## src/rtl/pipeline_hazard_ctrl_if.sv

```systemverilog
// Control bundle between the hazard sequencer (slave) and the datapath it steers (master).
interface pipeline_hazard_ctrl_if #(
    parameter int REG_INDEX_BIT_WIDTH = 4,
    parameter int PERF_CNT_BITS       = 16
);
    logic                           idValid;
    logic [REG_INDEX_BIT_WIDTH-1:0] idRdIndex1;
    logic [REG_INDEX_BIT_WIDTH-1:0] idRdIndex2;
    logic                           idUsesRd2;
    logic                           exIsLoad;
    logic [REG_INDEX_BIT_WIDTH-1:0] exWrtIndex;
    logic                           exRedirect;
    logic                           extHold;
    logic                           pcWrtEn;
    logic                           ifIdWrtEn;
    logic                           ifIdFlush;
    logic                           idExBubble;
    logic [PERF_CNT_BITS-1:0]       stallCount;
    logic [PERF_CNT_BITS-1:0]       flushCount;
    logic [PERF_CNT_BITS-1:0]       holdCount;

    modport master (
        output idValid, idRdIndex1, idRdIndex2, idUsesRd2,
               exIsLoad, exWrtIndex, exRedirect, extHold,
        input  pcWrtEn, ifIdWrtEn, ifIdFlush, idExBubble,
               stallCount, flushCount, holdCount
    );

    modport slave (
        input  idValid, idRdIndex1, idRdIndex2, idUsesRd2,
               exIsLoad, exWrtIndex, exRedirect, extHold,
        output pcWrtEn, ifIdWrtEn, ifIdFlush, idExBubble,
               stallCount, flushCount, holdCount
    );
endinterface

```

## src/rtl/pipeline_hazard_ctrl.sv

```systemverilog
// Load-use / redirect / hold sequencer driving PC, IF/ID and ID/EX controls.
// Performance counters exist only when PIPE_HAZARD_PERF_CNT_EN is defined.
module pipeline_hazard_ctrl #(
    parameter int REG_INDEX_BIT_WIDTH = 4,
    parameter int LOAD_STALL_CYCLES   = 1,
    parameter int FLUSH_CYCLES        = 2,
    parameter int PERF_CNT_BITS       = 16
) (
    input logic                   clk,
    input logic                   reset,
    pipeline_hazard_ctrl_if.slave bus
);
    typedef enum logic [1:0] {RUN, LSTALL, FLUSH, HOLD} state_t;
    typedef enum logic [1:0] {OUT_RUN, OUT_STALL, OUT_FLUSH, OUT_FREEZE} out_t;

    localparam logic [1:0] STALL_RELOAD = (LOAD_STALL_CYCLES > 1) ? 2'(LOAD_STALL_CYCLES - 2) : 2'd0;
    localparam logic [1:0] FLUSH_RELOAD = (FLUSH_CYCLES > 1) ? 2'(FLUSH_CYCLES - 2) : 2'd0;

    state_t                         state, state_next;
    logic [1:0]                     cnt, cnt_next;
    out_t                           oset;
    logic [REG_INDEX_BIT_WIDTH-1:0] rd1, rd2, wr;
    logic                           lu_haz;

    assign rd1    = bus.idRdIndex1;
    assign rd2    = bus.idRdIndex2;
    assign wr     = bus.exWrtIndex;
    assign lu_haz = bus.idValid & bus.exIsLoad & ((wr == rd1) | (bus.idUsesRd2 & (wr == rd2)));

    always_ff @(posedge clk or negedge reset) begin
        if (!reset) begin
            state <= RUN;
            cnt   <= 2'd0;
        end else begin
            state <= state_next;
            cnt   <= cnt_next;
        end
    end

    // Redirect is handled identically from every state; HOLD with extHold low acts as RUN
    always_comb begin
        state_next = state;
        cnt_next   = cnt;
        oset       = OUT_RUN;
        if (bus.extHold) begin
            oset       = OUT_FREEZE;
            state_next = HOLD;
        end else if (bus.exRedirect) begin
            oset = OUT_FLUSH;
            if (FLUSH_CYCLES > 1) begin
                state_next = FLUSH;
                cnt_next   = FLUSH_RELOAD;
            end else begin
                state_next = RUN;
            end
        end else begin
            case (state)
                LSTALL: begin
                    oset = OUT_STALL;
                    if (cnt == 2'd0) state_next = RUN;
                    else             cnt_next   = cnt - 2'd1;
                end
                FLUSH: begin
                    oset = OUT_FLUSH;
                    if (cnt == 2'd0) state_next = RUN;
                    else             cnt_next   = cnt - 2'd1;
                end
                default: begin
                    state_next = RUN;
                    if (lu_haz) begin
                        oset = OUT_STALL;
                        if (LOAD_STALL_CYCLES > 1) begin
                            state_next = LSTALL;
                            cnt_next   = STALL_RELOAD;
                        end
                    end
                end
            endcase
        end
    end

    always_comb begin
        bus.pcWrtEn    = 1'b1;
        bus.ifIdWrtEn  = 1'b1;
        bus.ifIdFlush  = 1'b0;
        bus.idExBubble = 1'b0;
        if (!reset) begin
            bus.pcWrtEn    = 1'b0;
            bus.ifIdWrtEn  = 1'b0;
            bus.ifIdFlush  = 1'b1;
            bus.idExBubble = 1'b1;
        end else begin
            case (oset)
                OUT_STALL: begin
                    bus.pcWrtEn    = 1'b0;
                    bus.ifIdWrtEn  = 1'b0;
                    bus.idExBubble = 1'b1;
                end
                OUT_FLUSH: begin
                    bus.ifIdFlush  = 1'b1;
                    bus.idExBubble = 1'b1;
                end
                OUT_FREEZE: begin
                    bus.pcWrtEn   = 1'b0;
                    bus.ifIdWrtEn = 1'b0;
                end
                default: ;
            endcase
        end
    end

`ifdef PIPE_HAZARD_PERF_CNT_EN
    function automatic logic [PERF_CNT_BITS-1:0] sat_inc(input logic [PERF_CNT_BITS-1:0] v,
                                                         input logic en);
        return (en && (v != {PERF_CNT_BITS{1'b1}})) ? v + PERF_CNT_BITS'(1) : v;
    endfunction

    logic [PERF_CNT_BITS-1:0] stall_cnt, flush_cnt, hold_cnt;

    always_ff @(posedge clk or negedge reset) begin
        if (!reset) begin
            stall_cnt <= '0;
            flush_cnt <= '0;
            hold_cnt  <= '0;
        end else begin
            stall_cnt <= sat_inc(stall_cnt, oset == OUT_STALL);
            flush_cnt <= sat_inc(flush_cnt, oset == OUT_FLUSH);
            hold_cnt  <= sat_inc(hold_cnt,  oset == OUT_FREEZE);
        end
    end

    assign bus.stallCount = stall_cnt;
    assign bus.flushCount = flush_cnt;
    assign bus.holdCount  = hold_cnt;
`else
    assign bus.stallCount = {PERF_CNT_BITS{1'b0}};
    assign bus.flushCount = {PERF_CNT_BITS{1'b0}};
    assign bus.holdCount  = {PERF_CNT_BITS{1'b0}};
`endif
endmodule

```

## src/flat_wrapper.sv

```systemverilog
// flat-port wrapper written by rule: the top's interface ports become plain ports
module pipeline_hazard_ctrl_flat 
#(
    parameter int REG_INDEX_BIT_WIDTH = 4,
    parameter int LOAD_STALL_CYCLES   = 1,
    parameter int FLUSH_CYCLES        = 2,
    parameter int PERF_CNT_BITS       = 16
)
  (clk, reset, bus_idValid, bus_idRdIndex1, bus_idRdIndex2, bus_idUsesRd2, bus_exIsLoad, bus_exWrtIndex, bus_exRedirect, bus_extHold, bus_pcWrtEn, bus_ifIdWrtEn, bus_ifIdFlush, bus_idExBubble, bus_stallCount, bus_flushCount, bus_holdCount);
  pipeline_hazard_ctrl_if #(.REG_INDEX_BIT_WIDTH(REG_INDEX_BIT_WIDTH), .PERF_CNT_BITS(PERF_CNT_BITS)) bus_i ();
  input logic clk;
  input logic reset;
  input wire logic [$bits(bus_i.idValid)-1:0] bus_idValid;
  input wire logic [$bits(bus_i.idRdIndex1)-1:0] bus_idRdIndex1;
  input wire logic [$bits(bus_i.idRdIndex2)-1:0] bus_idRdIndex2;
  input wire logic [$bits(bus_i.idUsesRd2)-1:0] bus_idUsesRd2;
  input wire logic [$bits(bus_i.exIsLoad)-1:0] bus_exIsLoad;
  input wire logic [$bits(bus_i.exWrtIndex)-1:0] bus_exWrtIndex;
  input wire logic [$bits(bus_i.exRedirect)-1:0] bus_exRedirect;
  input wire logic [$bits(bus_i.extHold)-1:0] bus_extHold;
  output wire logic [$bits(bus_i.pcWrtEn)-1:0] bus_pcWrtEn;
  output wire logic [$bits(bus_i.ifIdWrtEn)-1:0] bus_ifIdWrtEn;
  output wire logic [$bits(bus_i.ifIdFlush)-1:0] bus_ifIdFlush;
  output wire logic [$bits(bus_i.idExBubble)-1:0] bus_idExBubble;
  output wire logic [$bits(bus_i.stallCount)-1:0] bus_stallCount;
  output wire logic [$bits(bus_i.flushCount)-1:0] bus_flushCount;
  output wire logic [$bits(bus_i.holdCount)-1:0] bus_holdCount;
  assign bus_i.idValid = bus_idValid;
  assign bus_i.idRdIndex1 = bus_idRdIndex1;
  assign bus_i.idRdIndex2 = bus_idRdIndex2;
  assign bus_i.idUsesRd2 = bus_idUsesRd2;
  assign bus_i.exIsLoad = bus_exIsLoad;
  assign bus_i.exWrtIndex = bus_exWrtIndex;
  assign bus_i.exRedirect = bus_exRedirect;
  assign bus_i.extHold = bus_extHold;
  assign bus_pcWrtEn = bus_i.pcWrtEn;
  assign bus_ifIdWrtEn = bus_i.ifIdWrtEn;
  assign bus_ifIdFlush = bus_i.ifIdFlush;
  assign bus_idExBubble = bus_i.idExBubble;
  assign bus_stallCount = bus_i.stallCount;
  assign bus_flushCount = bus_i.flushCount;
  assign bus_holdCount = bus_i.holdCount;
  pipeline_hazard_ctrl #(.REG_INDEX_BIT_WIDTH(REG_INDEX_BIT_WIDTH), .LOAD_STALL_CYCLES(LOAD_STALL_CYCLES), .FLUSH_CYCLES(FLUSH_CYCLES), .PERF_CNT_BITS(PERF_CNT_BITS)) u_core (.clk(clk), .reset(reset), .bus(bus_i));
endmodule
```

## config.mk

```make
export PLATFORM = sky130hd
export DESIGN_NAME = pipeline_hazard_ctrl_flat
export DESIGN_NICKNAME = d
export VERILOG_FILES = /design/src/rtl/pipeline_hazard_ctrl_if.sv /design/src/rtl/pipeline_hazard_ctrl.sv /design/src/flat_wrapper.sv
export SDC_FILE = /design/constraint.sdc
export NUM_CORES = 1
export LEC_CHECK = 0
export BUFFER_PORTS_ARGS = -buffer_cell sky130_fd_sc_hd__buf_2
export CORE_MARGIN = 8
export CORE_UTILIZATION = 30
export CTS_BUF_LIST = sky130_fd_sc_hd__clkbuf_8
export CTS_CLUSTER_DIAMETER = 50
export DETAILED_ROUTE_END_ITERATION = 7
export GPL_TIMING_DRIVEN = 1
export PLACE_DENSITY = 0.79
export RECOVER_POWER = 25
export SLEW_MARGIN = 20
export SYNTH_ARGS = -nofsm -noshare
export SYNTH_HDL_FRONTEND = slang
export SYNTH_SLANG_ARGS = --single-unit
```

## constraint.sdc

```tcl
create_clock -name clk -period 3.4 [get_ports clk]
set_input_delay 0.68 -clock clk [delete_from_list [all_inputs] [get_ports clk]]
set_output_delay 0.68 -clock clk [all_outputs]
set_load 0.1 [all_outputs]
```

; Yosys cells after proc, flatten, opt, wreduce, memory -nomap -nowiden
; Cells that the tools add are included.
[classes]
n_addsub = 1
eq_ne = 9
muxes = 17
n_bitwise = 5
n_reduce_logical = 6
[ops]
columns = operator, n
row1 = $mux W2, 9
row2 = $eq A4 B4 Y1, 2
row3 = $mux W1, 7
row4 = $eq A2 B2 Y1 const B, 3
row5 = $reduce_or A2 Y1, 3
row6 = $eq A2 B1 Y1 const B, 2
row7 = $ne A4 B1 Y1 const B, 1
row8 = $pmux W2 S2, 1
row9 = $and A1 B1 Y1, 3
row10 = $reduce_and A3 Y1, 1
row11 = $logic_not A2 Y1, 1
row12 = $ne A2 B2 Y1 const B, 1
row13 = $reduce_bool A2 Y1, 1
row14 = $sub A2 B1 Y2 const B, 1
row15 = $not A1 Y1, 1
row16 = $or A1 B1 Y1, 1
[word_totals]
regBits = 4
input_bits = 19
word_cells = 40

; Depth between registers and ports, before layout
[logic_depth]
ltp_word = 12
mapped_depth = 7
depth_no_buf = 7

; Least setup slack after synthesis
; No wires, ideal clock.
[synth_timing]
kind = input to output
start = input port bus_exWrtIndex[1]
end = output port bus_pcWrtEn
t_arrival_ns = 3.001
required_ns = 2.720
path_slack_ns = -0.281
cell_stages = 5
path_buffers = 1
cell_sequence = xnor2_1 -> nand4_1 -> o41ai_2 -> a21oi_1 -> buf_4
[synth_between]
elab_chain_cells = 12
[synth_rtl]
columns = element, line_no
row1 = from (decl), flat_wrapper.sv:18  ; input wire logic [$bits(bus_i.exWrtIndex)-1:0] bus_exWrtIndex;
row2 = $eq A4 B4 Y1, pipeline_hazard_ctrl.sv:28  ; assign lu_haz = bus.idValid & bus.exIsLoad & ((wr == rd1) | (bus.idUsesRd2 & (wr == rd2)));
row3 = $and A1 B1 Y1, pipeline_hazard_ctrl.sv:28
row4 = $or A1 B1 Y1 *, pipeline_hazard_ctrl.sv:28
row5 = $and A1 B1 Y1 *, pipeline_hazard_ctrl.sv:28
row6 = $mux W1 *, pipeline_hazard_ctrl.sv:70  ; if (lu_haz) begin
row7 = $pmux W2 S2 *, pipeline_hazard_ctrl.sv:57  ; case (state)
row8 = $mux W2 *, pipeline_hazard_ctrl.sv:48  ; end else if (bus.exRedirect) begin
row9 = $mux W2 *, pipeline_hazard_ctrl.sv:45  ; if (bus.extHold) begin
row10 = $eq A2 B2 Y1 / $eq A2 B1 Y1 (equally long branches), --
row11 = $reduce_or A2 Y1 (no line) *, --
row12 = $mux W1 * (2 in a row), --
row13 = to (decl), flat_wrapper.sv:21  ; output wire logic [$bits(bus_i.pcWrtEn)-1:0] bus_pcWrtEn;
; Every way passes the cells marked *; elsewhere a longest branch is shown, timed or not.

; Final worst setup path
[layout_timing]
start = input port bus_exWrtIndex[1]
end = output port bus_idExBubble
[layout_between]
elab_chain_cells = 12
[layout_rtl]
columns = element, line_no
row1 = $eq A4 B4 Y1, pipeline_hazard_ctrl.sv:28
row2 = $and A1 B1 Y1, pipeline_hazard_ctrl.sv:28
row3 = $or A1 B1 Y1 *, pipeline_hazard_ctrl.sv:28
row4 = $and A1 B1 Y1 *, pipeline_hazard_ctrl.sv:28
row5 = $mux W1 *, pipeline_hazard_ctrl.sv:70
row6 = $pmux W2 S2 *, pipeline_hazard_ctrl.sv:57
row7 = $mux W2 *, pipeline_hazard_ctrl.sv:48
row8 = $mux W2 *, pipeline_hazard_ctrl.sv:45
row9 = $eq A2 B1 Y1 / $eq A2 B2 Y1 (equally long branches), pipeline_hazard_ctrl.sv:93  ; case (oset)
row10 = $reduce_or A2 Y1 (no line) *, --
row11 = $mux W1 *, pipeline_hazard_ctrl.sv:93
row12 = $mux W1 *, pipeline_hazard_ctrl.sv:87  ; if (!reset) begin
row13 = to (decl), flat_wrapper.sv:24  ; output wire logic [$bits(bus_i.idExBubble)-1:0] bus_idExBubble;
; Marks and branches as above.

==> results.json <==
{
  "fin_setup_tns_ps": 0,
  "syn_inst": 95,
  "initial_utilization_pct": 30.8,
  "vias": 518,
  "dp_hpwl_um": 1430,
  "synth_common_cells": "49 x buf_4, 8 x nand2_1, 5 x inv_1, 5 x xnor2_1",
  "num_rows": 18,
  "postCtsSetupBuffers": 0,
  "critPathLaunch": "bus_exWrtIndex[1]",
  "ys_top_cells_by_area": "buf_4 50%, dfrtp_1 13%, ha_1 6.7%",
  "fillCellCount": 273,
  "first_pass_iters": 4,
  "synth_seq_cells": 4,
  "synthToLayoutAreaGrowth_pct": 0,
  "setup_viol": 0,
  "period_share_pct": 87.5,
  "reg2regPathDepth": 6,
  "netlist.area_leader.share_pct": 49.6,
  "yosys_warnings": 0,
  "synth_edf_count": 0,
  "power.density_nw_per_um2": 602,
  "avgSynthCellArea_um2": 7.81,
  "overflow": 0,
  "ff2ff_setup_slack_ps": 2130,
  "antenna_found_initial": 0,
  "m1WireLength_um": 494,
  "maxUsedRoutingLayer": "met3",
  "hold_viol": 0,
  "track_usage_pct": 6.46,
  "cts.sink_count": 4,
  "cap_violations": 0,
  "report.final.slew_viol_count": 0,
  "outcome": "complete, no violations",
  "antenna_cells": 0,
  "routed-wl-met2_um": 772,
  "cts_buffer_depth": 2,
  "h-tree-depth": 1,
  "crit_path_end_kind": "output pin",
  "yosysMostFrequentCell": "buf_4",
  "path_max_fanout": 2,
  "met3_length_um": 284,
  "core-area_um2": 2410,
  "synthesis.area_um2": 742,
  "crit_type": "in2out",
  "route.detailed.drc": 0,
  "ant_nets": 0,
  "rsz0062_at_grt": "false",
  "ios": 71,
  "cts_tree": "built",
  "grt_pass1_vias": 551,
  "worstPathArrival_ps": 2290,
  "fin_worst_skew_ps": 3.03,
  "wire_per_inst_um": 10.5,
  "synth.distinct_cells": 19,
  "wirelength_um": 1550,
  "synthArstFlopShare_pct": 100,
  "gp_congestion": 0.822,
  "portBuffers": 22,
  "drt_iter0_markers": 3,
  "ys_seq_area_share_pct": 13.5,
  "die_h_um": 65.7,
  "die_w_um": 65.7,
  "synth_largest_area_cell": "buf_4",
  "grt_start_max_net_pins": 8,
  "die_area_um2": 4320,
  "nets": 143,
  "ctsResizeCount": 0,
  "clock_latency_ps": 220,
  "crit_path_start_kind": "input pin",
  "r2r_start": "u_core.state[0]$_DFFE_PN0P_",
  "fin_crit_ps": 2970,
  "drive_above_1_share_pct": 22.9,
  "root_buffer": "clkbuf_8",
  "hold_buffers": 0,
  "dpl.cell_count": 145,
  "max_freq_mhz": 336,
  "viasPerCell": 3.50,
  "instances_no_fill": 148,
  "grt_pass1_wl_um": 2260,
  "peakVddDrop_v": 0.000197,
  "synthFlopType": "dfrtp_1",
  "clkSlewWorstSetupHoldPaths_ps": 30,
  "hp-class": "in2async",
  "cts_buffers": 3,
  "cp.required_ps": 2720,
  "cellLeakagePower_nw": 0.437
}
==> final timing paths <==
check	end
max	bus_idExBubble
min	u_core.cnt[1]$_DFFE_PN0P_
max reg2reg	u_core.cnt[1]$_DFFE_PN0P_
min reg2reg	u_core.cnt[0]$_DFFE_PN0P_
max in group asynchronous	u_core.state[0]$_DFFE_PN0P_
min in group clk	u_core.cnt[0]$_DFFE_PN0P_
==> power breakdown <==
part,switching (mW),leakage [nW],total (mW),internal (mW)
clock,0.0256,0.0216,0.101,0.0756
combinational,0.274,0.365,0.295,0.0209
sequential,0.000953,0.0499,0.0501,0.0492
==> placed cells by master, fill, tap and decap left out <==
cell	synthesis	layout
a21boi_1	1	1
a21oi_1	2	1
a21oi_2	0	1
a31o_2	1	1
buf_2	0	21
clkbuf_1	0	1
clkbuf_8	0	3
conb_1	1	48
dfrtp_1	4	4
ha_1	4	4
inv_1	5	5
nand2_1	8	8
nand2b_1	1	1
nand4_1	1	1
nor2_1	4	4
o211ai_1	1	1
o21ai_0	2	2
o21bai_1	1	1
o41ai_2	1	1
or3_1	1	1
xnor2_1	5	5
xor2_1	3	3
==> metal layers <==
layer,vias to the layer above,global-route usage [%]
met3,0,3.74
met1,226,5.66
li1,247,-
met2,45,11.4
met4,0,3.27
met5,-,0
==> kinds of logic (layout without fill, tap and decap cells) <==
kind of cell	Yosys count	after routing	synth area share (%)
AND/OR/NAND/NOR	15	15	8.60
AO/OA/AOI/OAI	9	9	9.11
XOR/XNOR	8	8	9.44
flip-flops	4	4	13.5
adder cells (fa/ha/maj)	4	4	6.75
buffers and inverters	54	30	52.1
other	1	48	0.505
==> worst max-delay path, stage by stage <==
cell and delay (ps):
buf_2 120, xor2_1 160, o41ai_2 430, a21boi_1 120, ha_1 290, nand2_1 60, buf_2 420
==> layout make-up <==
class | instances | area (um2) | area share [%]
inverter | 5 | 18.8 | 2.53
sequential | 4 | 100 | 13.5
tap | 30 | 37.5 | 5.06
clock buffer | 3 | 41.3 | 5.56
multi-input combinational | 84 | 435 | 58.7
timing repair buffer | 22 | 109 | 14.7
==> registers in the layout, summed over array words and instances (netlist names) <==
signal / flops
u_core.cnt: 2
u_core.state: 2
==> per-stage QoR <==
step                setup slack, ps  utilization [%]  hold slack (ps)  cell area (um2)  power [mW]
floorplan                       405                -              384              922       0.367
global placement                452             29.1              469              702       0.343
detailed placement              421             29.1              483              702       0.344
CTS                             415             30.8              283              743       0.448
global route                    330             30.8              367              742       0.463
finish                          427             30.8              340              742       0.446
Note: power is estimated with default switching activity, not from simulation.
